===== src/rtl/mux8_reg.sv =====
// mux8_reg -- registered 8:1 datapath source selector.
//
// One of eight XLEN-bit inputs (A..H) is chosen by select and captured into
// the out register on the rising edge of clock. There is exactly one cycle of
// latency, and no combinational path runs from any input to out.
//
// Parameters:
//    XLEN    width of each data input and of out (default 5)
//
// Ports:
//    clock   single clock; all state updates on its rising edge
//    reset   synchronous, active-high; clears out to 0 and overrides everything
//    A..H    data inputs, selected by select = 0..7 respectively
//    select  3-bit input select; every code is legal
//    load    register update enable (only when MUX8REG_LOAD_EN is defined)
//    out     registered copy of the selected input
//
// Build option:
//    MUX8REG_LOAD_EN  When defined, this adds the load port, and out holds its
//                     value on non-reset edges with load=0. When undefined, out
//                     updates on every non-reset edge.

module mux8_reg #(
   parameter int XLEN = 5
) (
   input  logic            clock,
   input  logic            reset,
   input  logic [XLEN-1:0] A,
   input  logic [XLEN-1:0] B,
   input  logic [XLEN-1:0] C,
   input  logic [XLEN-1:0] D,
   input  logic [XLEN-1:0] E,
   input  logic [XLEN-1:0] F,
   input  logic [XLEN-1:0] G,
   input  logic [XLEN-1:0] H,
   input  logic [2:0]      select,
`ifdef MUX8REG_LOAD_EN
   input  logic            load,
`endif
   output logic [XLEN-1:0] out
);

   logic [XLEN-1:0] sel_data;
   logic            upd_en;

`ifdef MUX8REG_LOAD_EN
   assign upd_en = load;
`else
   assign upd_en = 1'b1;
`endif

   // The decode is full, so the default assignment is never the final value.
   // It is kept only so the block is obviously latch-free.
   always_comb begin
      sel_data = A;
      case (select)
         3'd0: sel_data = A;
         3'd1: sel_data = B;
         3'd2: sel_data = C;
         3'd3: sel_data = D;
         3'd4: sel_data = E;
         3'd5: sel_data = F;
         3'd6: sel_data = G;
         3'd7: sel_data = H;
      endcase
   end

   always_ff @(posedge clock) begin
      if (reset) begin
         out <= '0;
      end else if (upd_en) begin
         out <= sel_data;
      end
   end

endmodule


===== config.mk =====
export PLATFORM = sky130hd
export DESIGN_NAME = mux8_reg
export DESIGN_NICKNAME = d
export VERILOG_FILES = /design/src/rtl/mux8_reg.sv
export SDC_FILE = /design/constraint.sdc
export NUM_CORES = 1
export LEC_CHECK = 0
export BUFFER_PORTS_ARGS = -buffer_cell sky130_fd_sc_hd__buf_2
export CAP_MARGIN = 20
export CORE_MARGIN = 8
export CORE_UTILIZATION = 37
export DETAILED_ROUTE_END_ITERATION = 8
export PLACE_DENSITY = 0.82
export SLEW_MARGIN = 20
export SYNTH_ARGS = -nofsm -noshare
export SYNTH_HDL_FRONTEND = slang
export SYNTH_SLANG_ARGS = --single-unit
export TNS_END_PERCENT = 30

===== constraint.sdc =====
create_clock -name clock -period 1.9 [get_ports clock]
set_input_delay 0.475 -clock clock [delete_from_list [all_inputs] [get_ports clock]]
set_output_delay 0.475 -clock clock [all_outputs]
set_load 0.01 [all_outputs]

==> flow_summary.json, run 1 <==
{
  "status": "finished clean",
  "largest_reg_flops": 5,
  "fill_cells": 120,
  "num_vias": 608,
  "holdWs_ns": 0.4734,
  "setup.worst_path.class": "in -> reg",
  "synth_nets": 98,
  "period_share": 0.7369,
  "antenna_found_initial": 0,
  "dieWidth_um": 53.06,
  "worst-slew-pin-transition_ns": 0.3277,
  "area_delta_synth_final_pct": 47.29,
  "hold_class": "in -> reg",
  "ios": 50,
  "drc": 0,
  "ys_warn_count": 0,
  "cts_tree": "yes",
  "post-route-min-period_ns": 1.400,
  "numPortBuffers": 49,
  "clkPwrFrac": 0.335,
  "gr-total-overflow": 0,
  "dr.pass1.iters": 4,
  "sw_frac_of_total": 0.2858,
  "synth.area.top_cells": "dfxtp_1, mux4_1, mux2i_1",
  "combPwrFrac": 0.351,
  "cts_root_buffer": "clkbuf_4",
  "path_clk_slew_ns": 0.05,
  "worstPathMaxFanout": 17,
  "grt_max_degree": 18,
  "top_regs": "out: 5 flops",
  "dieHeight_um": 53.06,
  "p_switching_mw": 0.1058,
  "p_total_mw": 0.3701,
  "hold_buffers": 0,
  "crit_arrival_ns": 1.51,
  "crit_path_start_kind": "input pin",
  "nets": 147,
  "intPower_mw": 0.2643,
  "syn_avg_cell_area_sq_um": 9.585,
  "syn_inst": 53,
  "fin_setup_tns_ns": 0,
  "rsz0062_at_grt": "false",
  "core_sq_mm": 0.001285,
  "rows": 13,
  "ys_ff_latch": 5,
  "cts_resized": 0,
  "htree_levels": 1,
  "critPathRequiredTime_ns": 2.01,
  "p_seq_frac": 0.315,
  "yosysTopAreaCellShare": 0.1970,
  "drv_slew": 0,
  "cts_sinks": 5,
  "setup_viol": 0,
  "start_util": 0.3953,
  "power_density_mw_per_mm2": 494.7,
  "drive_gt1_frac": 0.5743,
  "ir_drop_uv": 232.3,
  "slew_headroom": 0.7815,
  "top_register": "out",
  "grt_pass1_vias": 620,
  "ys_seq_area_frac": 0.1970,
  "wire_per_inst_um": 14.61,
  "totalWireLength_um": 1695,
  "final_hold_viol_count": 0,
  "diodes": 0,
  "gp_congestion": 0.7374,
  "synth.distinct_cells": 20,
  "endpoint_kind": "flop",
  "drt-initial-drc-count": 14,
  "track_usage": 0.1222,
  "cap_violations": 0,
  "grt_pass1_wl_um": 2642,
  "dpl.hpwl_um": 1413,
  "cts_buffer_depth": 2,
  "post_cts_buffers": 0,
  "yosysTopAreaCell": "dfxtp_1",
  "vias_per_cell": 5.241,
  "dieArea_sq_mm": 0.002815,
  "postRouteAntennaNets": 0,
  "cts_made_buffers": 3,
  "syn_area_sq_um": 508.0,
  "p_leak_nw": 0.3980,
  "timing.fmax_mhz": 714.3
}
-- worst paths after layout --
path | startpoint | to | cells past startpoint
min | reset | out[4] | 2
max | select[2] | out[1] | 4
-- layer usage --
layer / up-vias / global-route usage / part of all wire
li1: 303 / - / -
met1: 267 / 0.1415 / 0.41
met2: 36 / 0.1934 / 0.47
met3: 2 / 0.05882 / 0.12
met4: 0 / 0.03782 / 0.0024
met5: - / 0 / 0
-- metrics by stage --
| stage | util | cells | cell area, sq um | worst slack [ns] |
|---|---|---|---|---|
| after floorplan | - | 53 | 508.0 | 0.5099 |
| after global placement | 0.5609 | 112 | 720.7 | 0.2878 |
| after detailed placement | 0.5609 | 112 | 720.7 | 0.2587 |
| after CTS | 0.5823 | 116 | 748.2 | 0.5093 |
| after global routing | 0.5823 | 116 | 748.2 | 0.4673 |
| final | 0.5823 | 116 | 748.2 | 0.4999 |
-- cell type report --
| type | count | area (sq um) | share of cell area |
|---|---|---|---|
| Multi-Input combinational cell | 42 | 352.8 | 0.4716 |
| Timing Repair Buffer | 49 | 245.2 | 0.3278 |
| Inverter | 1 | 3.754 | 0.005017 |
| Sequential cell | 5 | 100.1 | 0.1338 |
| Clock inverter | 1 | 5.005 | 0.006689 |
| Clock buffer | 3 | 22.52 | 0.03010 |
| Tap cell | 15 | 18.77 | 0.02508 |
-- cells in the final DEF, fill, tap and decap left out, types with 2 or more instances in the layout --
| cell | n |
|---|---|
| clkbuf_4 | 3 |
| dfxtp_1 | 5 |
| nor3b_1 | 2 |
| nand2b_1 | 3 |
| mux4_1 | 2 |
| buf_2 | 49 |
| nand2_1 | 2 |
| a211o_1 | 5 |
| a21oi_1 | 3 |
| a222oi_1 | 3 |
| mux2_2 | 3 |
| a211oi_1 | 3 |
| nor2_1 | 7 |
| mux2i_1 | 5 |
| a211oi_2 | 2 |
-- worst max-delay path, stage by stage --
cell and delay [ns]:
buf_2 0.26, mux2_2 0.37, a222oi_1 0.26, a211oi_1 0.13
-- logic make-up after synthesis --
kind of cell | Yosys count | share of synthesized area
flip-flops | 5 | 0.1971
AO/OA/AOI/OAI | 16 | 0.2685
buffers and inverters | 6 | 0.1083
AND/OR/NAND/NOR | 16 | 0.1577
multiplexers | 10 | 0.2685
-- power groups by stage --
stage          registers [mW]  logic [mW]  clock network (mW)
2_1_floorplan           0.124      0.0720                   0
3_3_place_gp            0.118       0.126                   0
3_5_place_dp            0.119       0.129                   0
4_1_cts                 0.117       0.130               0.128
5_1_grt                 0.117       0.142               0.137
6_report                0.117       0.130               0.124
-- synth_stat cells --
cell type / instances
buf_4: 2
nor2b_1: 1
a211oi_1: 3
a21oi_1: 3
nor2_1: 7
a211oi_2: 2
nor3b_1: 2
mux2_2: 3
inv_1: 1
buf_12: 1
buf_2: 1
nand2_1: 2
a222oi_1: 3
or3_1: 1
mux4_1: 2
nand2b_1: 3
mux2i_1: 5
dfxtp_1: 5
a211o_1: 5
buf_6: 1
Note: power is estimated with default switching activity, not from simulation.
==> inputs of run 2 (changes only) <==
CORE_UTILIZATION = 31   (was 37)
PLACE_DENSITY = 0.74   (was 0.82)
clock period = 1.21 ns   (was 1.9 ns; I/O delays follow)
==> run 2 against run 1 <==
  * Worst setup slack lost 0.41 ns
  * Die area rose by 13%
  * Critical path depth is the same
  * Sequential share of layout area shrank 0.72 points
  * Wire length increased by 3.6%
  * Flip-flop and latch count unchanged
  * Clock-buffer cell count up 1
  * Clock power rose by 51%
  * Total power is 59% higher
  * Core utilization is 6.3 points lower
  * Combinational power grew 69%
  * Hold slack got worse by 0.16 ns
==> flow_summary.json, run 2 (synthesis gave the netlist of run 1 again) <==
{
  "drv_slew": 0,
  "setup_viol": 0,
  "vias_per_cell": 5.190,
  "combPwrFrac": 0.374,
  "setup.worst_path.class": "in -> reg",
  "gp_congestion": 0.7153,
  "p_seq_frac": 0.310,
  "grt_pass1_wl_um": 2856,
  "wire_per_inst_um": 14.51,
  "dr.pass1.iters": 4,
  "grt_pass1_vias": 712,
  "crit_path_start_kind": "input pin",
  "drt-initial-drc-count": 20,
  "sw_frac_of_total": 0.2659,
  "gr-total-overflow": 0,
  "slew_headroom": 0.7594,
  "p_leak_nw": 0.4191,
  "power_density_mw_per_mm2": 745.1,
  "track_usage": 0.1061,
  "worst-slew-pin-transition_ns": 0.3609,
  "final_area_sq_um": 790.8,
  "ios": 50,
  "dieHeight_um": 56.48,
  "rsz0062_at_grt": "false",
  "mostFrequentLayoutCell": "buf_2",
  "dpl.hpwl_um": 1542,
  "intPower_mw": 0.4325,
  "fin_setup_tns_ns": 0,
  "p_switching_mw": 0.1567,
  "dpl-instance-area_sq_um": 764.5,
  "diodes": 0,
  "cts_tree": "yes",
  "final_hold_viol_count": 0,
  "htree_levels": 1,
  "dieWidth_um": 56.48,
  "core_sq_mm": 0.001524,
  "worstSetupEndpoint": "out[2]",
  "area_delta_synth_final_pct": 55.67,
  "largest_reg_flops": 5,
  "numPortBuffers": 49,
  "fill_cells": 154,
  "top_register": "out",
  "dieArea_sq_mm": 0.003190,
  "drc": 0,
  "start_util": 0.3333,
  "status": "finished clean",
  "period_share": 0.9270,
  "cts_resized": 0,
  "startpoint": "select[2]",
  "clkPwrFrac": 0.317,
  "cts_buffer_depth": 2,
  "grt_max_degree": 13,
  "totalWireLength_um": 1756,
  "crit_arrival_ns": 1.22,
  "cts_made_buffers": 3,
  "postRouteAntennaNets": 0,
  "hold_class": "in -> reg",
  "cap_violations": 0,
  "worstPathMaxFanout": 6,
  "endpoint_kind": "flop",
  "rows": 14,
  "drive_gt1_frac": 0.5810,
  "ir_drop_uv": 378.3,
  "cts_sinks": 5,
  "critPathRequiredTime_ns": 1.31,
  "final_cell_mix": "buf_2, nor2_1, mux2i_1, a211o_1, dfxtp_1",
  "top_regs": "out: 5 flops",
  "hold_buffers": 0,
  "antenna_found_initial": 0,
  "post_cts_buffers": 0,
  "path_clk_slew_ns": 0.04,
  "nets": 151,
  "cts_root_buffer": "clkbuf_4",
  "post-route-min-period_ns": 1.122,
  "num_vias": 628,
  "finish.utilization": 0.5189,
  "timing.fmax_mhz": 891.5,
  "hold_depth": 2
}
==> run 2: changes by cell type in the layout (fill, tap and decap cells not counted) <==
cell | previous run | this run
buf_12 | 0 | 1
buf_4 | 0 | 3
clkbuf_1 | 0 | 1
clkinv_2 | 1 | 0
==> run 2: metal layers <==
| metal | wire, um | global-route usage | vias up | share of wire |
|---|---|---|---|---|
| met1 | 684 | 0.1033 | 284 | 0.39 |
| met3 | 111 | 0.02697 | 0 | 0.063 |
| met2 | 960 | 0.2038 | 31 | 0.55 |
| met4 | 0 | 0.04124 | 0 | 0 |
| li1 | - | - | 313 | - |
| met5 | 0 | 0 | - | 0 |
==> run 2: how the worst min path moves through the flow <==
stage / slack [ns] / startpoint / end
2_1_floorplan: 0.37 / reset / out[3]
3_3_place_gp: 0.55 / reset / out[3]
3_5_place_dp: 0.56 / reset / out[3]
4_1_cts: 0.31 / reset / out[3]
5_1_grt: 0.31 / reset / out[3]
6_report: 0.31 / reset / out[3]
==> run 2: worst max-delay path, stage by stage <==
cell and delay (ns):
buf_2 0.14, mux2_2 0.34, a222oi_1 0.32, a211oi_1 0.12
==> run 2: through the flow <==
| stage | total power, mW | std cells | setup slack, ns | hold slack, ns |
|---|---|---|---|---|
| after floorplan | 0.3075 | 53 | -0.007561 | 0.3671 |
| after global placement | 0.4007 | 117 | -0.1193 | 0.5494 |
| after detailed placement | 0.4068 | 117 | -0.1351 | 0.5591 |
| after CTS | 0.6031 | 121 | 0.1144 | 0.3051 |
| after global routing | 0.6380 | 121 | 0.06078 | 0.3136 |
| final | 0.5892 | 121 | 0.08831 | 0.3118 |
==> run 2: cell type report <==
type                    instances  area [sq um]  area share
repair buffers                 53         287.8      0.3639
well taps                      16         20.02     0.02532
flip-flops and latches          5         100.1      0.1266
inverters                       1         3.754    0.004747
multi-input cells              42         352.8      0.4462
clock buffers                   4         26.28     0.03323
==> run 2: power by group through the flow <==
stage	registers (mW)	logic, mW	clock network (mW)
6_report	0.182	0.220	0.187
5_1_grt	0.183	0.242	0.213
4_1_cts	0.182	0.222	0.199
3_5_place_dp	0.185	0.222	0
3_3_place_gp	0.185	0.215	0
2_1_floorplan	0.194	0.113	0
==> inputs of run 3 (changes only) <==
CTS_CLUSTER_SIZE = 30   (was default)
SETUP_SLACK_MARGIN = 0.1   (was default)
==> run 3 against run 2 <==
  * Core utilization rose by 0.41 points
  * Worst setup slack improved by 0.051 ns
  * Largest power group unchanged
  * Critical path depth rose by 1
  * Sequential share of layout area fell by 0.099 points
  * Largest cell class unchanged
  * Critical path type unchanged
  * Final area rose by 0.79%
==> flow_summary.json, run 3 (synthesis gave the netlist of run 1 again) <==
{
  "start_util": 0.3333,
  "critPathBufInv": 2,
  "nets": 152,
  "drv_slew": 0,
  "worstPathCellList": "buf_4 -> buf_4 -> nor2b_1 -> a222oi_1 -> a211oi_1",
  "fin_setup_tns_ns": 0,
  "cts_tree": "yes",
  "path_clk_slew_ns": 0.04,
  "final_hold_viol_count": 0,
  "rows": 14,
  "ir_drop_uv": 702.6,
  "gp_congestion": 0.7589,
  "grt_pass1_vias": 655,
  "setup.worst_path.class": "in -> reg",
  "track_usage": 0.09855,
  "worst-slew-pin-transition_ns": 0.3326,
  "period_share": 0.8848,
  "critPathRequiredTime_ns": 1.32,
  "postRouteAntennaNets": 0,
  "post-route-min-period_ns": 1.071,
  "antenna_found_initial": 0,
  "p_seq_frac": 0.310,
  "crit_path_start_kind": "input pin",
  "dieArea_sq_mm": 0.003190,
  "dieWidth_um": 56.48,
  "cts_buffer_depth": 2,
  "core_sq_mm": 0.001524,
  "vias_per_cell": 5.164,
  "combPwrFrac": 0.376,
  "num_vias": 630,
  "top_regs": "out: 5 flops",
  "htree_levels": 1,
  "sw_frac_of_total": 0.2627,
  "drt-initial-drc-count": 15,
  "timing.fmax_mhz": 934.1,
  "p_switching_mw": 0.1553,
  "grt_max_degree": 13,
  "gr-total-overflow": 0,
  "top_register": "out",
  "mostFrequentLayoutCell": "buf_2",
  "worstPathMaxFanout": 12,
  "critPathMaxStageDelay_ns": 0.30,
  "drc": 0,
  "crit_arrival_ns": 1.18,
  "crit_slowest_cell": "a222oi_1",
  "totalWireLength_um": 1666,
  "rsz0062_at_grt": "true",
  "hold_buffers": 0,
  "status": "finished clean",
  "p_total_mw": 0.5910,
  "power_density_mw_per_mm2": 741.5,
  "dpl.hpwl_um": 1530,
  "drive_gt1_frac": 0.6321,
  "grt_pass1_wl_um": 2635,
  "slew_headroom": 0.7783,
  "largest_reg_flops": 5,
  "numPortBuffers": 49,
  "dieHeight_um": 56.48,
  "cts_sinks": 5,
  "cap_violations": 0,
  "post_cts_buffers": 0,
  "cp_top_family": "compound AO/OA/AOI/OAI gates",
  "p_leak_nw": 0.4149,
  "final_cell_mix": "buf_2, buf_4",
  "clkPwrFrac": 0.314,
  "cts_made_buffers": 3,
  "ios": 50,
  "diodes": 0,
  "area_delta_synth_final_pct": 56.90,
  "hold_class": "in -> reg",
  "dr.pass1.iters": 5,
  "wire_per_inst_um": 13.66,
  "intPower_mw": 0.4357,
  "crit_top_cell": "buf_4",
  "setup_viol": 0,
  "endpoint_kind": "flop",
  "dpl-instance-area_sq_um": 762.0,
  "final_area_sq_um": 797.0,
  "cts_root_buffer": "clkbuf_4"
}
-- run 3: cell count changes in the layout (fill, tap and decap cells not counted), sizes merged --
cell  delta
buf      +1
-- run 3: path summary, 6_finish.rpt --
path	from	cells past startpoint	end	slack, ns
max	select[0]	5	out[0]	0.14
min	reset	2	out[4]	0.31
-- run 3: metal layers --
metal / vias up / global-route usage / wire length, um
met5: - / 0 / 0
met1: 285 / 0.08056 / 602
met2: 34 / 0.1912 / 898
li1: 311 / - / -
met3: 0 / 0.06067 / 166
met4: 0 / 0.02062 / 0
-- run 3: what timing repair did --
action | CTS | global route
endpoints found under the setup margin | 1 | 5
gates resized for setup | 0 | 5
cloned | 0 | 0
pin swaps | 1 | 2
-- run 3: cell type report --
cell class	count	area (sq um)
fill	159	726.9
multi-input combinational	42	355.3
timing repair buffer	54	291.5
sequential	5	100.1
clock buffer	4	26.28
tap	16	20.02
inverter	1	3.754
-- run 3: metrics by stage --
stage	utilization	instances	hold slack (ns)	worst slack, ns
finish	0.5230	122	0.3057	0.1395
global route	0.5230	122	0.3180	0.09992
CTS	0.5172	122	0.2962	0.1023
detailed placement	0.5000	118	0.5514	-0.1576
global placement	0.5000	118	0.5418	-0.1421
floorplan	-	53	0.3671	0.03653
-- run 3: power groups by stage --
stage	sequential, mW	clock, mW	combinational [mW]
2_1_floorplan	0.194	0	0.119
3_3_place_gp	0.186	0	0.216
3_5_place_dp	0.186	0	0.221
4_1_cts	0.183	0.195	0.222
5_1_grt	0.185	0.206	0.243
6_report	0.183	0.185	0.222
